--- config.mk ---
export PLATFORM = sky130hd
export DESIGN_NAME = uart_rx
export DESIGN_NICKNAME = d
export VERILOG_FILES = /design/src/rtl/uart_rx_pkg.sv /design/src/rtl/uart_rx_data_sampling.sv /design/src/rtl/uart_rx.sv
export SDC_FILE = /design/constraint.sdc
export NUM_CORES = 1
export LEC_CHECK = 0
export CAP_MARGIN = 20
export CORE_UTILIZATION = 40
export DETAILED_ROUTE_END_ITERATION = 8
export GPL_TIMING_DRIVEN = 0
export PLACE_DENSITY = 0.63
export SLEW_MARGIN = 40
export SYNTH_ARGS = -nofsm -noshare
export SYNTH_HDL_FRONTEND = slang
export SYNTH_HIERARCHICAL = 1
export SYNTH_SLANG_ARGS = --single-unit
export TNS_END_PERCENT = 5
--- constraint.sdc ---
create_clock -name CLK -period 3.05 [get_ports CLK]
set_input_delay 0.61 -clock CLK [delete_from_list [all_inputs] [get_ports CLK]]
set_output_delay 0.61 -clock CLK [all_outputs]
set_load 0.02 [all_outputs]
--- src/rtl/uart_rx_pkg.sv ---
// uart_rx_pkg: shared receiver FSM states, parity/prescale constants and the majority helper
package uart_rx_pkg;
   typedef enum logic [2:0] {IDLE, START, DATA, PARITY, STOP, CHECK} state_e;
   localparam logic PAR_EVEN = 1'b0;
   localparam logic PAR_ODD = 1'b1;
   localparam logic [5:0] PRESCALE_8 = 6'd8;
   localparam logic [5:0] PRESCALE_16 = 6'd16;
   localparam logic [5:0] PRESCALE_32 = 6'd32;
   function automatic logic maj3(input logic [2:0] s);
      return (s[0] & s[1]) | (s[0] & s[2]) | (s[1] & s[2]);
   endfunction
endpackage

--- src/rtl/uart_rx_data_sampling.sv ---
// uart_rx_data_sampling: takes three line samples around mid-bit and registers their 2-of-3 majority
module uart_rx_data_sampling
   import uart_rx_pkg::*;
(
   input  logic       clk,
   input  logic       rst,
   input  logic       rx_in,
   input  logic [5:0] prescale,
   input  logic [5:0] edge_cnt,
   output logic       sampled_bit
);
   logic [5:0] half;
   logic [2:0] s_q, s_d;
   logic bit_q, bit_d;
   assign half = prescale >> 1;
   assign sampled_bit = bit_q;
   // capture samples at P/2-1, P/2, P/2+1 and vote at P/2+2
   always_comb begin
      s_d = {edge_cnt == half + 6'd1 ? rx_in : s_q[2],
             edge_cnt == half ? rx_in : s_q[1],
             edge_cnt == half - 6'd1 ? rx_in : s_q[0]};
      bit_d = edge_cnt == half + 6'd2 ? maj3(s_q) : bit_q;
   end
   // sample and vote registers; idle line level after reset
   always_ff @(posedge clk or posedge rst) begin
      if (rst) begin
         s_q <= 3'b111;
         bit_q <= 1'b1;
      end else begin
         s_q <= s_d;
         bit_q <= bit_d;
      end
   end
endmodule

--- src/rtl/uart_rx.sv ---
// uart_rx: oversampling UART receiver with optional parity, stop-bit check and valid/error pulses
module uart_rx
   import uart_rx_pkg::*;
#(
   parameter int Data_width = 8
) (
   input  logic                  CLK,
   input  logic                  RST,
   input  logic                  RX_IN,
   input  logic                  PAR_EN,
   input  logic                  PAR_TYP,
   input  logic [5:0]            Prescale,
   output logic [Data_width-1:0] P_DATA,
   output logic                  data_valid,
   output logic                  par_err,
   output logic                  stp_err
);
   localparam int BW = $clog2(Data_width + 1);
   state_e state_q, state_d;
   logic [5:0] edge_q, edge_d, p_q, p_d;
   logic [BW-1:0] bit_q, bit_d;
   logic par_en_q, par_en_d, par_typ_q, par_typ_d;
   logic par_pend_q, par_pend_d, stp_pend_q, stp_pend_d;
   logic [Data_width-1:0] shift_q, shift_d, p_data_q, p_data_d;
   logic sampled_bit, last;
   uart_rx_data_sampling u_sampling (
      .clk         (CLK),
      .rst         (RST),
      .rx_in       (RX_IN),
      .prescale    (p_q),
      .edge_cnt    (edge_q),
      .sampled_bit (sampled_bit)
   );
   assign last = edge_q == p_q - 6'd1;
   assign P_DATA = p_data_q;
   assign data_valid = state_q == CHECK && !par_pend_q && !stp_pend_q;
   assign par_err = state_q == CHECK && par_pend_q;
   assign stp_err = state_q == CHECK && stp_pend_q;
   // next state, bit timing, deserialiser and error bookkeeping; every decision lands on edge P-1
   always_comb begin
      state_d = state_q;
      edge_d = last ? 6'd0 : edge_q + 6'd1;
      bit_d = bit_q;
      p_d = p_q;
      par_en_d = par_en_q;
      par_typ_d = par_typ_q;
      par_pend_d = par_pend_q;
      stp_pend_d = stp_pend_q;
      shift_d = shift_q;
      p_data_d = p_data_q;
      case (state_q)
         IDLE: begin
            edge_d = 6'd0;
            if (!RX_IN) begin
               state_d = START;
               edge_d = 6'd1;
               p_d = Prescale;
               par_en_d = PAR_EN;
               par_typ_d = PAR_TYP;
               par_pend_d = 1'b0;
               stp_pend_d = 1'b0;
               bit_d = '0;
            end
         end
         START: if (last) state_d = sampled_bit ? IDLE : DATA;
         DATA: if (last) begin
            shift_d = {sampled_bit, shift_q[Data_width-1:1]};
            bit_d = bit_q + 1'b1;
            if (bit_q == BW'(Data_width - 1)) begin
               bit_d = '0;
               state_d = par_en_q ? PARITY : STOP;
            end
         end
         PARITY: if (last) begin
            par_pend_d = sampled_bit != (par_typ_q == PAR_ODD ? ~^shift_q : ^shift_q);
            state_d = STOP;
         end
         STOP: if (last) begin
            stp_pend_d = ~sampled_bit;
            p_data_d = sampled_bit && !par_pend_q ? shift_q : p_data_q;
            state_d = CHECK;
         end
         CHECK: begin
            state_d = IDLE;
            edge_d = 6'd0;
         end
         default: state_d = IDLE;
      endcase
   end
   // state register; reset aborts any frame in progress
   always_ff @(posedge CLK or posedge RST) begin
      if (RST) begin
         state_q <= IDLE;
         edge_q <= '0;
         bit_q <= '0;
         p_q <= PRESCALE_8;
         par_en_q <= 1'b0;
         par_typ_q <= PAR_EVEN;
         par_pend_q <= 1'b0;
         stp_pend_q <= 1'b0;
         shift_q <= '0;
         p_data_q <= '0;
      end else begin
         state_q <= state_d;
         edge_q <= edge_d;
         bit_q <= bit_d;
         p_q <= p_d;
         par_en_q <= par_en_d;
         par_typ_q <= par_typ_d;
         par_pend_q <= par_pend_d;
         stp_pend_q <= stp_pend_d;
         shift_q <= shift_d;
         p_data_q <= p_data_d;
      end
   end
endmodule

==> results of run 1 <==
==> layer usage <==
layer  vias up  wire length [um]  global-route usage, %
met3         5               122                   3.41
met5         -                 0                      0
met2        20              2170                   24.9
met1       874              2440                   22.1
met4         0                57                   4.74
li1        922                 -                      -
==> flip-flops by register name (all words and copies together) (netlist names), 3 cells and up <==
| signal | count |
|---|---|
| P_DATA | 8 |
| bit_q | 4 |
| shift_q | 8 |
| u_sampling/s_q | 3 |
| p_q | 6 |
| state_q | 3 |
| edge_q | 6 |
==> power by group through the flow <==
stage	clock network [mW]	logic [mW]	registers, mW
after floorplan	0	0.990	0.875
after global placement	0	1.15	0.932
after detailed placement	0	1.17	0.941
after CTS	0.459	1.18	0.930
after global routing	0.482	1.32	0.958
final	0.441	1.18	0.929
==> synthesized netlist by cell type, types with 2 or more instances <==
library cell  count  area (um2)
a21oi_1           3        15.0
xnor2_1          22         193
ha_1              7        87.6
buf_2             2        10.0
buf_6             3        33.8
nand2b_1          6        37.5
mux2_2           19         214
and4b_1           2        20.0
a32o_1            2        20.0
o21ai_0          11        55.1
nand2_1          31         116
o2111ai_1         2        17.5
nand3_1           9        45.0
clkbuf_1          3        11.3
nor2b_1           3        18.8
mux2i_1           2        20.0
and3_1            3        18.8
mux2_1            2        22.5
nand3b_1          2        15.0
nor2_1           17        63.8
nor3_1            5        25.0
nor3b_1           2        15.0
nor4b_1           2        17.5
dfrtp_1          38         951
inv_1            11        41.3
dfstp_2           5         131
xor2_1           11        96.3
==> worst reg2reg max path, cell delays in order (launching register included) <==
cell and delay [ns]:
dfrtp_2 0.48, inv_1 0.08, ha_1 0.24, o21ba_1 0.20
a221oi_2 0.29, a41oi_2 0.10, nor3_4 0.34, nor4b_4 0.56
mux2_2 0.40
==> final cells by class <==
| cell class | count | area, um2 |
|---|---|---|
| tap | 75 | 93.8 |
| fill | 581 | 3060 |
| inverter | 11 | 43.8 |
| buffer | 8 | 55.1 |
| sequential | 43 | 1080 |
| clock inverter | 3 | 43.8 |
| clock buffer | 5 | 68.8 |
| timing repair buffer | 21 | 210 |
| multi-input combinational | 187 | 1400 |
==> cells by family (layout without fill, tap and decap cells) <==
logic type,Yosys count,after routing,synth area share (%)
AND/OR/NAND/NOR,89,89,18.7
buffers and inverters,19,48,3.75
XOR/XNOR,34,34,11.9
AO/OA/AOI/OAI,32,32,9.25
multiplexers,24,24,10.6
adder cells (fa/ha/maj),8,8,3.80
flip-flops,43,43,42.1
==> repair_timing <==
action | CTS | global route
hold endpoints to repair | 0 | 0
resized for setup | 0 | 2
endpoints found under the setup margin | 0 | 17
==> final timing paths <==
| check | start | end | cells past startpoint | slack (ns) |
|---|---|---|---|---|
| max | p_q[1] | P_DATA[2] | 8 | 0.25 |
| min | P_DATA[7] | P_DATA[7] | 1 | 0.51 |
| max reg2reg | p_q[1] | P_DATA[2] | 8 | 0.25 |
| min reg2reg | P_DATA[7] | P_DATA[7] | 1 | 0.51 |
| max in group asynchronous | RST | p_q[1] | 2 | 1.95 |
| min in group asynchronous | RST | stp_pend_q | 2 | 0.72 |
==> flow_summary_export.csv, run 1 <==
group,metric,value,unit
clock_network,cts_post_setup_buffers_inserted,0,
floorplan,die_h,82.2,um
power_and_ir_drop,overall_power,2.55,mW
detailed_routing,detailroute.via_count,1821,
detailed_routing,detail_route.wl_per_cell,13.6,um
power_and_ir_drop,comb_power_share,46.2,%
power_and_ir_drop,net_switching_fraction_of_the_power,40.0,%
yosys,synth_fp_nets,267,
critical_path,path_cells,"inv_1, ha_1, o21ba_1, a221oi_2, a41oi_2, nor3_4, nor4b_4, mux2_2",
clock_network,numCtsBuffers,5,
yosys,ys_warn_count,6,
power_and_ir_drop,internal_power,1.53,mW
yosys,post_synth_inst_count,249,
floorplan,floorplan.initialDensity,42.4,%
critical_path,endpoint_kind,"register",
clock_network,clock_latency,0.29,ns
run_status,status,"complete, no violations",
power_and_ir_drop,ir_drop,0.493,mV
critical_path,cpLargestDelayFamily,"simple AND/OR/NAND/NOR gates",
yosys,synth_enable_flop_cells,0,
clock_network,cts_buffer_depth,2,
sta,fin_crit,2.80,ns
global_route,globalRouteTotalUtil,15.9,%
sta,finalSetupTns,0,ns
detailed_routing,drtAntennaViolNets,0,
floorplan,die_w,82.2,um
global_route,gr-total-overflow,0,
sta,timing_hold_violations_final,0,
power_and_ir_drop,power.density_cell_area,850,mW/mm2
cells_and_area,fin_cells,353,
placed_design,dpl.hpwl,3.45,mm
sta,final-max-slew-violation-count,0,
global_route,grt_start_max_net_pins,40,
sta,post-route-worst-setup-slack,0.248,ns
sta,worst_setup_skew_after_layout,0.00757,ns
critical_path,cp-start-kind,"register",
placed_design,total_placed_instance_area,0.00288,mm2
cells_and_area,finish.utilization,49.5,%
sta,hold_ws,0.512,ns
detailed_routing,routed_via_density,5.16,
cells_and_area,antenna_cells_inserted,0,
floorplan,core_area,0.00606,mm2
yosys,syn-cell-area,0.00257,mm2
cells_and_area,final_cell_mix,"37 x dfrtp_1, 31 x nand2_1, 22 x xnor2_1",
cells_and_area,synthToLayoutAreaGrowth,16.6,%
critical_path,crit_fanout,10,
global_route,grt_first_pass_wirelength,8.13,mm
critical_path,worst-path-buf-inv,1,
clock_network,clk_pin_slew_worst_paths,0.08,ns
flow_run,drv_cap,0,
critical_path,worst_path_max_delay_cell,"nor4b_4",
global_route,grt_antenna_before_repair,0,
sta,max_slew.worst_pin.slew,0.571,ns
yosys,synth_cell_types,51,
yosys,synth_async_sr_flop_share,100,%
placed_design,pre_cts_slack,0.0541,ns
clock_network,postCtsHoldBufs,0,
sta,fmax,357,MHz
floorplan,fp-row-count,28,
sta,setup-violations-final,0,
cells_and_area,layout.cell_area.non_filler,0.00300,mm2
critical_path,worst_ep_arrival_time,2.99,ns
cells_and_area,finalNetCount,295,
power_and_ir_drop,part_of_the_total_power_dissipated_in_sequential_elements,36.5,%
yosys,yosys_most_used_dff,"dfrtp_1",
cells_and_area,drive_gt1_share,18.0,%
sta,grt_setup_unrepaired,"no",
power_and_ir_drop,total_leakage_power,1.32,nW
critical_path,cpPeakStageDelay,0.56,ns
hold_path,hold_class,"register to register",
power_and_ir_drop,switchingPower,1.02,mW
floorplan,pin_count,22,
clock_network,cts.sink_count,43,
sta,relSlewSlack,61.7,%
placed_design,io_buffer_count,21,
floorplan,die_area,0.00675,mm2
critical_path,required,3.24,ns
detailed_routing,drt_pass1_iterations,4,
power_and_ir_drop,power_frac_clock,17.3,%
global_route,first_global_vias,1707,
clock_network,ctsRootBufferMaster,"clkbuf_8",
detailed_routing,detailedRoute.firstIterationViolations,39,
yosys,synth-seq-cells,43,
placed_design,gp_congestion,0.865,
clock_network,ctsHtreeMaxLevel,2,
sta,fin_crit_sh,91.9,%
clock_network,cts_tree,"done",
placed_design,dp_cells,345,
critical_path,timing_worst_setup_path_type,"register to register",
yosys,synthesis.area_per_instance,10.3,um2
detailed_routing,sum_of_routed_wire_length_over_all_layers,4.79,mm
cells_and_area,most_common_library_cell_in_the_layout_ignoring_fill_and_taps,"dfrtp_1",
yosys,fraction_of_the_yosys_area_taken_by_sequential_cells,42.1,%
detailed_routing,drc_errors,0,
(Power assumes the default switching activity.)
==> run 2, diff against run 1 <==
Settings changed: CORE_UTILIZATION 40 to 47, PLACE_DENSITY 0.63 to 0.71.
==> run 2 against run 1 <==
  * First-iteration DRC count up 79%
  * Maximum frequency down 2.0%
  * Flip-flop and latch count unchanged
  * Core utilization up 8.7 points
  * Sequential power about the same
  * Design area increased by 0.42%
==> flow_summary_export.csv, run 2 (synthesis gave the netlist of run 1 again) <==
group,metric,value,unit
critical_path,worst-path-buf-inv,2,
sta,finalSetupTns,0,ns
placed_design,io_buffer_count,21,
clock_network,postCtsHoldBufs,0,
placed_design,dpl.hpwl,3.42,mm
cells_and_area,fin_cells,351,
detailed_routing,drc_errors,0,
detailed_routing,detailroute.via_count,1843,
floorplan,die_h,76.0,um
sta,relSlewSlack,69.7,%
critical_path,path_cells,"inv_1, ha_1, o21ba_1, a221oi_2, a41oi_2, nor3_4, nor4b_4, buf_4, mux2_2",
sta,fin_crit_sh,93.7,%
cells_and_area,most_common_library_cell_in_the_layout_ignoring_fill_and_taps,"dfrtp_1",
cells_and_area,finish.utilization,58.2,%
clock_network,cts.sink_count,43,
hold_path,hold_class,"register to register",
critical_path,crit_fanout,10,
floorplan,die_area,0.00577,mm2
sta,fmax,350,MHz
global_route,grt_start_max_net_pins,22,
detailed_routing,detailedRoute.firstIterationViolations,70,
cells_and_area,antenna_cells_inserted,0,
sta,fin_crit,2.86,ns
floorplan,core_area,0.00517,mm2
power_and_ir_drop,power.density_cell_area,828,mW/mm2
global_route,first_global_vias,1849,
critical_path,endpoint_kind,"register",
clock_network,ctsHtreeMaxLevel,2,
power_and_ir_drop,ir_drop,0.574,mV
clock_network,numCtsBuffers,5,
global_route,gr-total-overflow,0,
critical_path,required,3.24,ns
placed_design,gp_congestion,0.801,
cells_and_area,final_cell_mix,"38 x dfrtp_1, 31 x nand2_1, 22 x xnor2_1",
placed_design,dp_cells,341,
sta,worst_setup_skew_after_layout,0.00791,ns
global_route,grt_first_pass_wirelength,8.51,mm
floorplan,fp-row-count,26,
cells_and_area,fillers,450,
detailed_routing,drtAntennaViolNets,0,
sta,max_slew.worst_pin.slew,0.454,ns
run_status,status,"complete, no violations",
power_and_ir_drop,total_leakage_power,1.33,nW
flow_run,drv_cap,0,
sta,final-max-slew-violation-count,0,
critical_path,worst_path_max_delay_cell,"dfrtp_1",
clock_network,cts_tree,"done",
sta,grt_setup_unrepaired,"no",
cells_and_area,synthToLayoutAreaGrowth,17.1,%
critical_path,worst_ep_arrival_time,3.05,ns
detailed_routing,drt_pass1_iterations,4,
detailed_routing,sum_of_routed_wire_length_over_all_layers,4.83,mm
placed_design,total_placed_instance_area,0.00290,mm2
critical_path,cpLargestDelayFamily,"simple AND/OR/NAND/NOR gates",
floorplan,pin_count,22,
sta,setup-violations-final,0,
floorplan,floorplan.initialDensity,49.7,%
clock_network,clk_pin_slew_worst_paths,0.09,ns
clock_network,clock_latency,0.30,ns
cells_and_area,finalNetCount,298,
critical_path,cp-start-kind,"register",
cells_and_area,layout.cell_area.non_filler,0.00301,mm2
global_route,globalRouteTotalUtil,18.4,%
sta,timing_hold_violations_final,0,
detailed_routing,routed_via_density,5.25,
cells_and_area,drive_gt1_share,18.5,%
sta,post-route-worst-setup-slack,0.192,ns
global_route,grt_antenna_before_repair,0,
floorplan,die_w,76.0,um
critical_path,timing_worst_setup_path_type,"register to register",
critical_path,cpPeakStageDelay,0.56,ns
placed_design,pre_cts_slack,0.0637,ns
detailed_routing,detail_route.wl_per_cell,13.7,um
clock_network,cts_buffer_depth,2,
clock_network,ctsRootBufferMaster,"clkbuf_8",
run 2: cell types whose count changed in the layout (fill, tap and decap cells not counted):
cell / delta
inv_2: +1
buf_4: +2
inv_6: +1
inv_4: -1
clkinvlp_4: +2
bufinv_16: -1
dfrtp_2: -1
buf_16: +1
clkinv_2: -1
clkinv_4: -1
dfrtp_1: +1
run 2: final timing paths:
| kind | endpoint | start | slack, ns | cells past startpoint |
|---|---|---|---|---|
| min reg2reg | P_DATA[6] | P_DATA[6] | 0.51 | 1 |
| max reg2reg | P_DATA[5] | p_q[1] | 0.19 | 9 |
| min in group asynchronous | stp_pend_q | RST | 0.66 | 2 |
| max in group asynchronous | p_q[3] | RST | 1.86 | 3 |
| max | P_DATA[5] | p_q[1] | 0.19 | 9 |
| min | P_DATA[6] | P_DATA[6] | 0.51 | 1 |
run 2: routing by layer:
metal	track usage (%)	wire, um	part of all wire [%]	vias to the layer above
met1	24.3	2380	49	894
met5	0	0	0	-
met4	6.35	66	1.4	0
li1	-	-	-	920
met3	3.86	140	2.9	6
met2	30.1	2240	46	23
run 2: layout make-up:
type / count / area, um2 / area share (%)
multi-input cells: 187 / 1400 / 46.5
flip-flops and latches: 43 / 1080 / 36.0
repair buffers: 24 / 253 / 8.40
well taps: 70 / 87.6 / 2.91
clock buffers: 5 / 68.8 / 2.29
plain buffers: 8 / 55.1 / 1.83
inverters: 11 / 41.3 / 1.37
clock inverters: 3 / 23.8 / 0.790
run 2: stage by stage:
| step | power, mW | hold slack (ns) |
|---|---|---|
| 3_5_place_dp | 2.12 | 0.495 |
| 6_report | 2.49 | 0.511 |
| 3_3_place_gp | 2.08 | 0.491 |
| 2_1_floorplan | 1.87 | 0.452 |
| 4_1_cts | 2.50 | 0.515 |
| 5_1_grt | 2.70 | 0.538 |
run 2: report_power, final:
part           total, mW  switching, mW  internal, mW
clock network      0.374          0.210         0.164
logic               1.19          0.629         0.561
registers          0.928          0.202         0.725
total               2.49           1.04          1.45
run 2: repair_timing:
item | CTS | global route
setup buffers | 0 | 2
setup endpoints to repair | 0 | 16
endpoints found under the hold margin | 0 | 0
resized for setup | 0 | 1
run 2: worst reg2reg max path, cell delays in order, from the launching register on:
cell,delay [ns]
dfrtp_1,0.56
inv_1,0.10
ha_1,0.25
o21ba_1,0.20
a221oi_2,0.28
a41oi_2,0.10
nor3_4,0.42
nor4b_4,0.29
buf_4,0.21
mux2_2,0.35
